===== config.mk =====
export PLATFORM = sky130hd
export DESIGN_NAME = mem_access_unit_flat
export DESIGN_NICKNAME = d
export VERILOG_FILES = /design/src/rtl/mem_access_unit_if.sv /design/src/rtl/mem_access_unit.sv /design/src/flat_wrapper.sv
export SDC_FILE = /design/constraint.sdc
export NUM_CORES = 1
export LEC_CHECK = 0
export CAP_MARGIN = 20
export CORE_ASPECT_RATIO = 0.6
export CORE_UTILIZATION = 55
export DETAILED_ROUTE_END_ITERATION = 10
export DONT_BUFFER_PORTS = 1
export PLACE_DENSITY = 0.7
export SETUP_SLACK_MARGIN = 0.05
export SYNTH_ARGS = -nofsm -noshare
export SYNTH_HDL_FRONTEND = slang
export SYNTH_SLANG_ARGS = --single-unit

===== constraint.sdc =====
create_clock -name clk -period 5.85 [get_ports clk]
set_input_delay 1.17 -clock clk [delete_from_list [all_inputs] [get_ports clk]]
set_output_delay 1.17 -clock clk [all_outputs]
set_load 0.02 [all_outputs]

===== src/rtl/mem_access_unit_if.sv =====
// Data-memory bus between the memory access unit (master) and the data memory (slave).
// Valid/ready request channel plus a single-beat response channel.
interface mem_access_unit_if #(
    parameter int unsigned ADDR_W = 64,
    parameter int unsigned DATA_W = 64
);
    logic              dbus_req_valid;
    logic              dbus_req_ready;
    logic              dbus_req_we;
    logic [ADDR_W-1:0] dbus_req_addr;
    logic [DATA_W-1:0] dbus_req_wdata;
    logic [7:0]        dbus_req_wstrb;
    logic              dbus_resp_valid;
    logic [DATA_W-1:0] dbus_resp_rdata;

    modport master (
        output dbus_req_valid, dbus_req_we, dbus_req_addr, dbus_req_wdata, dbus_req_wstrb,
        input  dbus_req_ready, dbus_resp_valid, dbus_resp_rdata
    );

    modport slave (
        input  dbus_req_valid, dbus_req_we, dbus_req_addr, dbus_req_wdata, dbus_req_wstrb,
        output dbus_req_ready, dbus_resp_valid, dbus_resp_rdata
    );
endinterface


===== src/rtl/mem_access_unit.sv =====
// Memory-stage access engine: launches one aligned load/store per ME instruction on the data bus,
// stalls the pipeline until it completes, and returns the extended load result.
module mem_access_unit #(
    parameter int unsigned ADDR_W = 64,
    parameter int unsigned DATA_W = 64
) (
    input  logic              clk,
    input  logic              rst,
    input  logic              me_mem_rena,
    input  logic              me_mem_wena,
    input  logic              me_mem_ext_un,
    input  logic [7:0]        me_mem_byte_enable,
    input  logic [ADDR_W-1:0] me_alu_result,
    input  logic [DATA_W-1:0] me_new_rs2_data,
    mem_access_unit_if.master dbus,
    output logic [DATA_W-1:0] mem_rdata,
    output logic              mem_done,
    output logic              mem_stall_req,
    output logic              mem_misalign
);
    typedef enum logic [1:0] {StIdle, StReq, StWait, StDone} state_e;

    state_e            state_q, state_d;
    logic              we_q;
    logic [2:0]        off_q;
    logic [3:0]        size_q;
    logic              ext_un_q;
    logic [ADDR_W-1:0] addr_q;
    logic [DATA_W-1:0] wdata_q;
    logic [7:0]        wstrb_q;
    logic [DATA_W-1:0] rdata_q;

    logic              acc;
    logic [2:0]        off;
    logic [3:0]        size;
    logic              mis;
    logic              launch;
    logic              capture;
    logic [DATA_W-1:0] shifted;
    logic [DATA_W-1:0] load_val;

    assign acc = me_mem_rena | me_mem_wena;
    assign off = me_alu_result[2:0];

    always_comb begin
        if (me_mem_byte_enable[7]) begin
            size = 4'd8;
        end else if (me_mem_byte_enable[3]) begin
            size = 4'd4;
        end else if (me_mem_byte_enable[1]) begin
            size = 4'd2;
        end else begin
            size = 4'd1;
        end
    end

    assign mis = ({1'b0, off} + size) > 4'd8;

    always_comb begin
        state_d = state_q;
        launch  = 1'b0;
        capture = 1'b0;
        case (state_q)
            StIdle: begin
                if (acc && !mis) begin
                    launch  = 1'b1;
                    state_d = StReq;
                end
            end
            StReq: begin
                if (dbus.dbus_req_ready) begin
                    state_d = StWait;
                end
            end
            StWait: begin
                if (dbus.dbus_resp_valid) begin
                    capture = 1'b1;
                    state_d = StDone;
                end
            end
            StDone:  state_d = StIdle;
            default: state_d = StIdle;
        endcase
    end

    // Bring the addressed bytes down to lane 0, then extend from the top byte of the access size.
    always_comb begin
        shifted = dbus.dbus_resp_rdata >> {off_q, 3'b000};
        case (size_q)
            4'd1:    load_val = {{(DATA_W-8){~ext_un_q & shifted[7]}}, shifted[7:0]};
            4'd2:    load_val = {{(DATA_W-16){~ext_un_q & shifted[15]}}, shifted[15:0]};
            4'd4:    load_val = {{(DATA_W-32){~ext_un_q & shifted[31]}}, shifted[31:0]};
            default: load_val = shifted;
        endcase
    end

    always_ff @(posedge clk or negedge rst) begin
        if (!rst) begin
            state_q  <= StIdle;
            we_q     <= 1'b0;
            off_q    <= '0;
            size_q   <= '0;
            ext_un_q <= 1'b0;
            addr_q   <= '0;
            wdata_q  <= '0;
            wstrb_q  <= '0;
            rdata_q  <= '0;
        end else begin
            state_q <= state_d;
            if (launch) begin
                we_q     <= me_mem_wena;
                off_q    <= off;
                size_q   <= size;
                ext_un_q <= me_mem_ext_un;
                addr_q   <= {me_alu_result[ADDR_W-1:3], 3'b000};
                wdata_q  <= me_new_rs2_data << {off, 3'b000};
                wstrb_q  <= me_mem_byte_enable << off;
            end
            if (capture) begin
                rdata_q <= we_q ? '0 : load_val;
            end
        end
    end

    assign dbus.dbus_req_valid = (state_q == StReq);
    assign dbus.dbus_req_we    = we_q;
    assign dbus.dbus_req_addr  = addr_q;
    assign dbus.dbus_req_wdata = wdata_q;
    assign dbus.dbus_req_wstrb = wstrb_q;

    assign mem_rdata     = rdata_q;
    assign mem_done      = (state_q == StDone);
    assign mem_misalign  = (state_q == StIdle) & acc & mis;
    assign mem_stall_req = ((state_q == StIdle) & acc & !mis) | (state_q == StReq)
                         | (state_q == StWait);
endmodule


===== src/flat_wrapper.sv =====
// flat-port wrapper written by rule: the top's interface ports become plain ports
module mem_access_unit_flat 
#(
    parameter int unsigned ADDR_W = 64,
    parameter int unsigned DATA_W = 64
)
  (clk, rst, me_mem_rena, me_mem_wena, me_mem_ext_un, me_mem_byte_enable, me_alu_result, me_new_rs2_data, mem_rdata, mem_done, mem_stall_req, mem_misalign, dbus_dbus_req_valid, dbus_dbus_req_we, dbus_dbus_req_addr, dbus_dbus_req_wdata, dbus_dbus_req_wstrb, dbus_dbus_req_ready, dbus_dbus_resp_valid, dbus_dbus_resp_rdata);
  mem_access_unit_if #(.ADDR_W(ADDR_W), .DATA_W(DATA_W)) dbus_i ();
  input  logic clk;
  input  logic rst;
  input  logic me_mem_rena;
  input  logic me_mem_wena;
  input  logic me_mem_ext_un;
  input  logic [7:0] me_mem_byte_enable;
  input  logic [ADDR_W-1:0] me_alu_result;
  input  logic [DATA_W-1:0] me_new_rs2_data;
  output logic [DATA_W-1:0] mem_rdata;
  output logic mem_done;
  output logic mem_stall_req;
  output logic mem_misalign;
  output wire logic [$bits(dbus_i.dbus_req_valid)-1:0] dbus_dbus_req_valid;
  output wire logic [$bits(dbus_i.dbus_req_we)-1:0] dbus_dbus_req_we;
  output wire logic [$bits(dbus_i.dbus_req_addr)-1:0] dbus_dbus_req_addr;
  output wire logic [$bits(dbus_i.dbus_req_wdata)-1:0] dbus_dbus_req_wdata;
  output wire logic [$bits(dbus_i.dbus_req_wstrb)-1:0] dbus_dbus_req_wstrb;
  input wire logic [$bits(dbus_i.dbus_req_ready)-1:0] dbus_dbus_req_ready;
  input wire logic [$bits(dbus_i.dbus_resp_valid)-1:0] dbus_dbus_resp_valid;
  input wire logic [$bits(dbus_i.dbus_resp_rdata)-1:0] dbus_dbus_resp_rdata;
  assign dbus_dbus_req_valid = dbus_i.dbus_req_valid;
  assign dbus_dbus_req_we = dbus_i.dbus_req_we;
  assign dbus_dbus_req_addr = dbus_i.dbus_req_addr;
  assign dbus_dbus_req_wdata = dbus_i.dbus_req_wdata;
  assign dbus_dbus_req_wstrb = dbus_i.dbus_req_wstrb;
  assign dbus_i.dbus_req_ready = dbus_dbus_req_ready;
  assign dbus_i.dbus_resp_valid = dbus_dbus_resp_valid;
  assign dbus_i.dbus_resp_rdata = dbus_dbus_resp_rdata;
  mem_access_unit #(.ADDR_W(ADDR_W), .DATA_W(DATA_W)) u_core (.clk(clk), .rst(rst), .me_mem_rena(me_mem_rena), .me_mem_wena(me_mem_wena), .me_mem_ext_un(me_mem_ext_un), .me_mem_byte_enable(me_mem_byte_enable), .me_alu_result(me_alu_result), .me_new_rs2_data(me_new_rs2_data), .dbus(dbus_i), .mem_rdata(mem_rdata), .mem_done(mem_done), .mem_stall_req(mem_stall_req), .mem_misalign(mem_misalign));
endmodule

==> results of run 1 <==
==> sequential cells by signal (all words and copies together), names as in the netlist <==
register,flops
u_core.mem_rdata,64
u_core.dbus.dbus_req_we,1
u_core.state_q,2
u_core.off_q,3
u_core.size_q,4
u_core.ext_un_q,1
u_core.dbus.dbus_req_wstrb,8
u_core.dbus.dbus_req_addr,61
u_core.dbus.dbus_req_wdata,64
==> final cells by class <==
type,count,share of cell area
Multi-Input combinational cell,808,0.4827
Sequential cell,208,0.4240
Clock buffer,27,0.04869
Tap cell,273,0.02781
Clock inverter,6,0.009270
Timing Repair Buffer,7,0.005297
Inverter,6,0.001834
Antenna cell,2,0.0004075
==> metrics by stage <==
step	hold WS, ns	power, mW	std cells	setup slack (ns)
after floorplan	0.5097	5.200	1122	1.093
after global placement	0.5527	5.794	1302	1.477
after detailed placement	0.5733	5.867	1302	1.435
after CTS	0.3488	7.290	1335	1.435
after global routing	0.3461	7.677	1336	1.296
final	0.3714	7.295	1337	1.442
==> cell usage in the layout, fill, tap and decap left out, types with 3 or more instances in the layout <==
cell type / instances
o22ai_1: 9
a32o_1: 25
clkbuf_16: 21
conb_1: 3
o21a_1: 16
o211ai_1: 17
or2_2: 4
mux2_2: 116
a211oi_1: 19
dfrtp_1: 206
inv_1: 6
a21oi_1: 76
mux4_2: 18
o22a_1: 10
a211o_1: 10
mux2i_1: 76
nand2_1: 152
a221o_1: 8
bufinv_16: 3
nor2b_1: 15
o21ai_0: 88
buf_4: 6
ha_1: 7
nor3_1: 3
nand2b_1: 10
o31ai_1: 35
nor2_1: 64
clkbuf_8: 5
==> final timing paths <==
| path | slack [ns] | endpoint | cells past startpoint | startpoint |
|---|---|---|---|---|
| max | 1.44 | mem_stall_req | 6 | me_mem_byte_enable[3] |
| min | 0.37 | u_core.mem_rdata[45]$_DFFE_PN0P_ | 0 | rst |
| max reg2reg | 2.59 | u_core.mem_rdata[50]$_DFFE_PN0P_ | 6 | u_core.off_q[0]$_DFFE_PN0P_ |
| min reg2reg | 0.58 | u_core.state_q[0]$_DFFE_PN0P_ | 1 | u_core.state_q[0]$_DFFE_PN0P_ |
| max in group asynchronous | 5.14 | u_core.mem_rdata[61]$_DFFE_PN0P_ | 0 | rst |
| min in group clk | 0.58 | u_core.state_q[0]$_DFFE_PN0P_ | 1 | u_core.state_q[0]$_DFFE_PN0P_ |
==> cells by family after synthesis <==
group                      count (synthesis)  share of synthesized area
other                                      1                  0.0003240
and+or+nand+nor                          260                    0.09850
xor gates and xnor gates                   1                  0.0007570
AOI/OAI and AO/OA                        323                     0.1842
DFF                                      208                     0.4498
buffers and inverters                    106                    0.03990
adders and majority gates                  8                   0.009298
muxes                                    213                     0.2172
==> per-layer routing <==
layer | up-vias | track usage
met5 | - | 0
met4 | 2 | 0.06882
met3 | 50 | 0.1385
met2 | 480 | 0.4485
met1 | 4354 | 0.4627
li1 | 3943 | -
==> worst max-delay path, stage by stage <==
cell and delay (ns):
nor3b_1 0.43, fa_1 0.53, or4bb_1 0.49, o211ai_1 0.27, o21bai_4 0.12, nand2_1 0.22
==> where the power goes <==
part / switching (mW) / internal, mW / leakage (nW)
combinational: 1.32 / 1.08 / 2.30
clock: 0.554 / 0.848 / 0.343
sequential: 1.42 / 2.07 / 2.64
==> metrics.txt, run 1 <==
DIE HEIGHT=114.4 um; IO Port Bufs=0; routability cong.=0.9947; placed cell areas=0.01157 mm^2; clock buffer depth=3; final slew viol count=0; first-pass detailed-route iteration total=6; Yosys reg bits=208; share of cells above drive strength 1=0.1789; die span in x=189.3 um; crit path kind=primary input to primary output; postcts setup bufs=0; RSZ-0062 raised after global routing=false; Root Buffer=clkbuf_16; Tcrit/Tclk final=0.7535; Mapped Cells=1120; met3 routed WL=4.859 mm; Min-Delay Path Class=primary input to async pin; Total Neg Setup Slack=0 ns; DRT antenna net count=0; GRT Total Usage=0.3220; final count of negative-setup-slack endpoints=0; DR WL met2=15.10 mm; Area Overhead vs Synth=6.141%; CTS Sinks=208; Synth cell types=49; CTS tree=done; cell taking the most area after synthesis=dfrtp_1; Hold Violations, Final=0; Period minus WS final=4.408 ns; vias post-DR=8829; DR top layer=met5; CP Data Required Time=4.68 ns; synth top area cells=dfrtp_1 (45%), mux2_2 (11%), mux2i_1 (6.6%); wl on met1=15.38 mm; Via density=6.604; EDFF count, synth=0; Synth top cells by count=dfrtp_1 (208), nand2_1 (153), mux2_2 (116); Skew-Pair Late Insertion Delay=0.50 ns; Row Count=40; DRC=0; hpwl dp=26.36 mm; Startpoint Class=primary input; top cell type's share of synthesized area=0.4498; DR WL/cell=26.91 um; worst slew pin tran=1.006 ns; register area share after synthesis=0.4498; Clock H-tree levels=1; Max-slew headroom=0.3297; Final Skew=0.01922 ns; Worst setup EP type=primary output; CP max FO=6; Mapped Avg Cell Area=10.33 um^2; Reg area=0.005207 mm^2; initial core utilization=0.5695; count leader, synth=dfrtp_1; worst vdd ir=0.3288 mV; layout net count=1266; core box area=0.02032 mm^2; antenna violations before repair=3; remaining global-route overflow=0; Design Area, Final=0.01228 mm^2; post-cts sizing count=0; Leakage=5.275 nW; Finished Core Util=0.6045; multi-input logic area=0.005929 mm^2; vias in the first global route=8157; maxcap violations=0; Main synth FF type=dfrtp_1; clk slew on worst S/H paths=0.06 ns; Synth async-reset ratio=1.000; Ports=412; die footprint=0.02164 mm^2; Detailed Route WL=35.98 mm; status=finished clean; first-pass GRT wire length=51.91 mm; Mapped Area=0.01157 mm^2; pin count of the biggest net entering global routing=209; synth warn=0; Post-CTS Hold Buffers=0; WP data arrival=3.24 ns; FILL cells=1702; cts bufs inserted=20; Initial DRC Count=887; P per Cell Area=593.9 mW/mm^2; Max Fclk=226.9 MHz
No activity file was read; power rests on OpenSTA's default activity.
==> run 2: changes to the inputs <==
- clock period: 5.85 -> 4.1 ns (I/O delays scaled with it)
==> metrics.txt, run 2 (same netlist as run 1, synthesis figures left out) <==
status=finished clean; Clock H-tree levels=1; Leakage=5.288 nW; pin count of the biggest net entering global routing=209; Row Count=40; Tcrit/Tclk final=0.9169; layout net count=1269; Psw=4.822 mW; Sw Share=0.4615; WP data arrival=2.94 ns; Startpoint Class=primary input; clk slew on worst S/H paths=0.07 ns; first-pass detailed-route iteration total=7; Worst setup EP type=primary output; most common cell after layout, fill and taps aside=dfrtp_1; Clk pwr share=0.190; slack of the critical path=0.3405 ns; vias in the first global route=8351; remaining global-route overflow=0; Logic pwr share=0.335; hpwl dp=26.59 mm; CP max FO=6; Detailed Route WL=36.55 mm; FILL cells=1686; total power=10.45 mW; Hold Violations, Final=0; CTS tree=done; DRT antenna net count=0; routability cong.=0.9835; GRT Total Usage=0.3276; n_diodes=0; pre-CTS setup slack=0.3710 ns; Period minus WS final=3.759 ns; CTS Sinks=208; DR WL/cell=27.25 um; Final Skew=0.01517 ns; Min-Delay Path Class=primary input to async pin; Ports=412; placed cell areas=0.01159 mm^2; Seq pwr share=0.475; final count of negative-setup-slack endpoints=0; worst slew pin tran=0.9877 ns; Skew-Pair Late Insertion Delay=0.50 ns; Via density=6.711; core box area=0.02032 mm^2; Initial DRC Count=1050; vias post-DR=9000; P per Cell Area=849.9 mW/mm^2; antenna violations before repair=0; DRC=0; M2 GR Usage=0.4561; Design Area, Final=0.01229 mm^2; Total Neg Setup Slack=0 ns; Max-slew headroom=0.3365; Max Fclk=266.0 MHz; post-cts sizing count=0; GRT met3 Usage=0.1287; die span in x=189.3 um; postcts setup bufs=0; clock buffer depth=3; Area Overhead vs Synth=6.227%; Post-CTS Hold Buffers=0; maxcap violations=0; first-pass GRT wire length=53.05 mm; final slew viol count=0; Internal=5.626 mW; die footprint=0.02164 mm^2; crit path kind=primary input to primary output; share of cells above drive strength 1=0.1845; busiest grt layer=met1; worst vdd ir=0.5172 mV; DIE HEIGHT=114.4 um; CP Data Required Time=3.28 ns; Root Buffer=clkbuf_16; initial core utilization=0.5695; reg2reg setup slack=1.05 ns; cts bufs inserted=21; RSZ-0062 raised after global routing=false; GR Util met1=0.4818; IO Port Bufs=0; commonest cells after routing, fill and taps aside=dfrtp_1 (206), nand2_1 (152), mux2_2 (116), o21ai_0 (88)
-- run 2: path summary, 6_finish.rpt --
| kind | startpoint | to | cells past startpoint |
|---|---|---|---|
| worst max-delay path | me_mem_byte_enable[3] | mem_stall_req | 8 |
| worst min-delay path | rst | u_core.mem_rdata[35]$_DFFE_PN0P_ | 0 |
| min in group clk | me_alu_result[2] | u_core.dbus.dbus_req_wdata[18]$_DFFE_PN0P_ | 1 |
| worst min register to register | u_core.state_q[0]$_DFFE_PN0P_ | u_core.state_q[0]$_DFFE_PN0P_ | 1 |
| worst max register to register | u_core.off_q[1]$_DFFE_PN0P_ | u_core.mem_rdata[43]$_DFFE_PN0P_ | 6 |
| max in group asynchronous | rst | u_core.dbus.dbus_req_wdata[30]$_DFFE_PN0P_ | 0 |
-- run 2: power groups by stage --
| stage | registers (mW) | logic (mW) | clock network [mW] |
|---|---|---|---|
| detailed placement | 5.00 | 3.41 | 0 |
| global placement | 4.98 | 3.31 | 0 |
| floorplan | 4.51 | 2.91 | 0 |
| CTS | 4.97 | 3.42 | 2.01 |
| finish | 4.97 | 3.50 | 1.98 |
| global route | 5.08 | 3.79 | 2.09 |
-- run 2: cell type report --
cell class | count | area, um^2 | area share
clock buffer | 25 | 570.5 | 0.04641
clock inverter | 12 | 136.4 | 0.01109
inverter | 6 | 22.52 | 0.001832
multi-input combinational | 808 | 5934 | 0.4827
sequential | 208 | 5207 | 0.4236
tap | 273 | 341.6 | 0.02779
timing repair buffer | 9 | 80.08 | 0.006514
-- run 2: critical path: stages --
cell and delay, ns:
nor3_1 0.24, ha_1 0.26, fa_1 0.46, or4bb_1 0.48, o211ai_1 0.17, buf_4 0.20
o21bai_4 0.07, nand2_1 0.22
-- run 2: routing by layer --
metal,up-vias,share of wire
li1,3935,-
met1,4456,0.43
met2,562,0.42
met3,47,0.14
met4,0,0.016
met5,-,0
-- run 2: stage by stage --
step / util / hold WS, ns / std cells
final: 0.6050 / 0.02062 / 1341
after global routing: 0.6050 / 0.007690 / 1341
after CTS: 0.6050 / 0.002727 / 1341
after detailed placement: 0.5702 / 0.5275 / 1304
after global placement: 0.5702 / 0.5275 / 1304
after floorplan: - / 0.5097 / 1122
==> run 3: changes to the inputs <==
- CTS_CLUSTER_SIZE: unset -> 40
==> results of run 3 <==
Same layout as run 2: the final DEF is identical, and so are final timing and power.
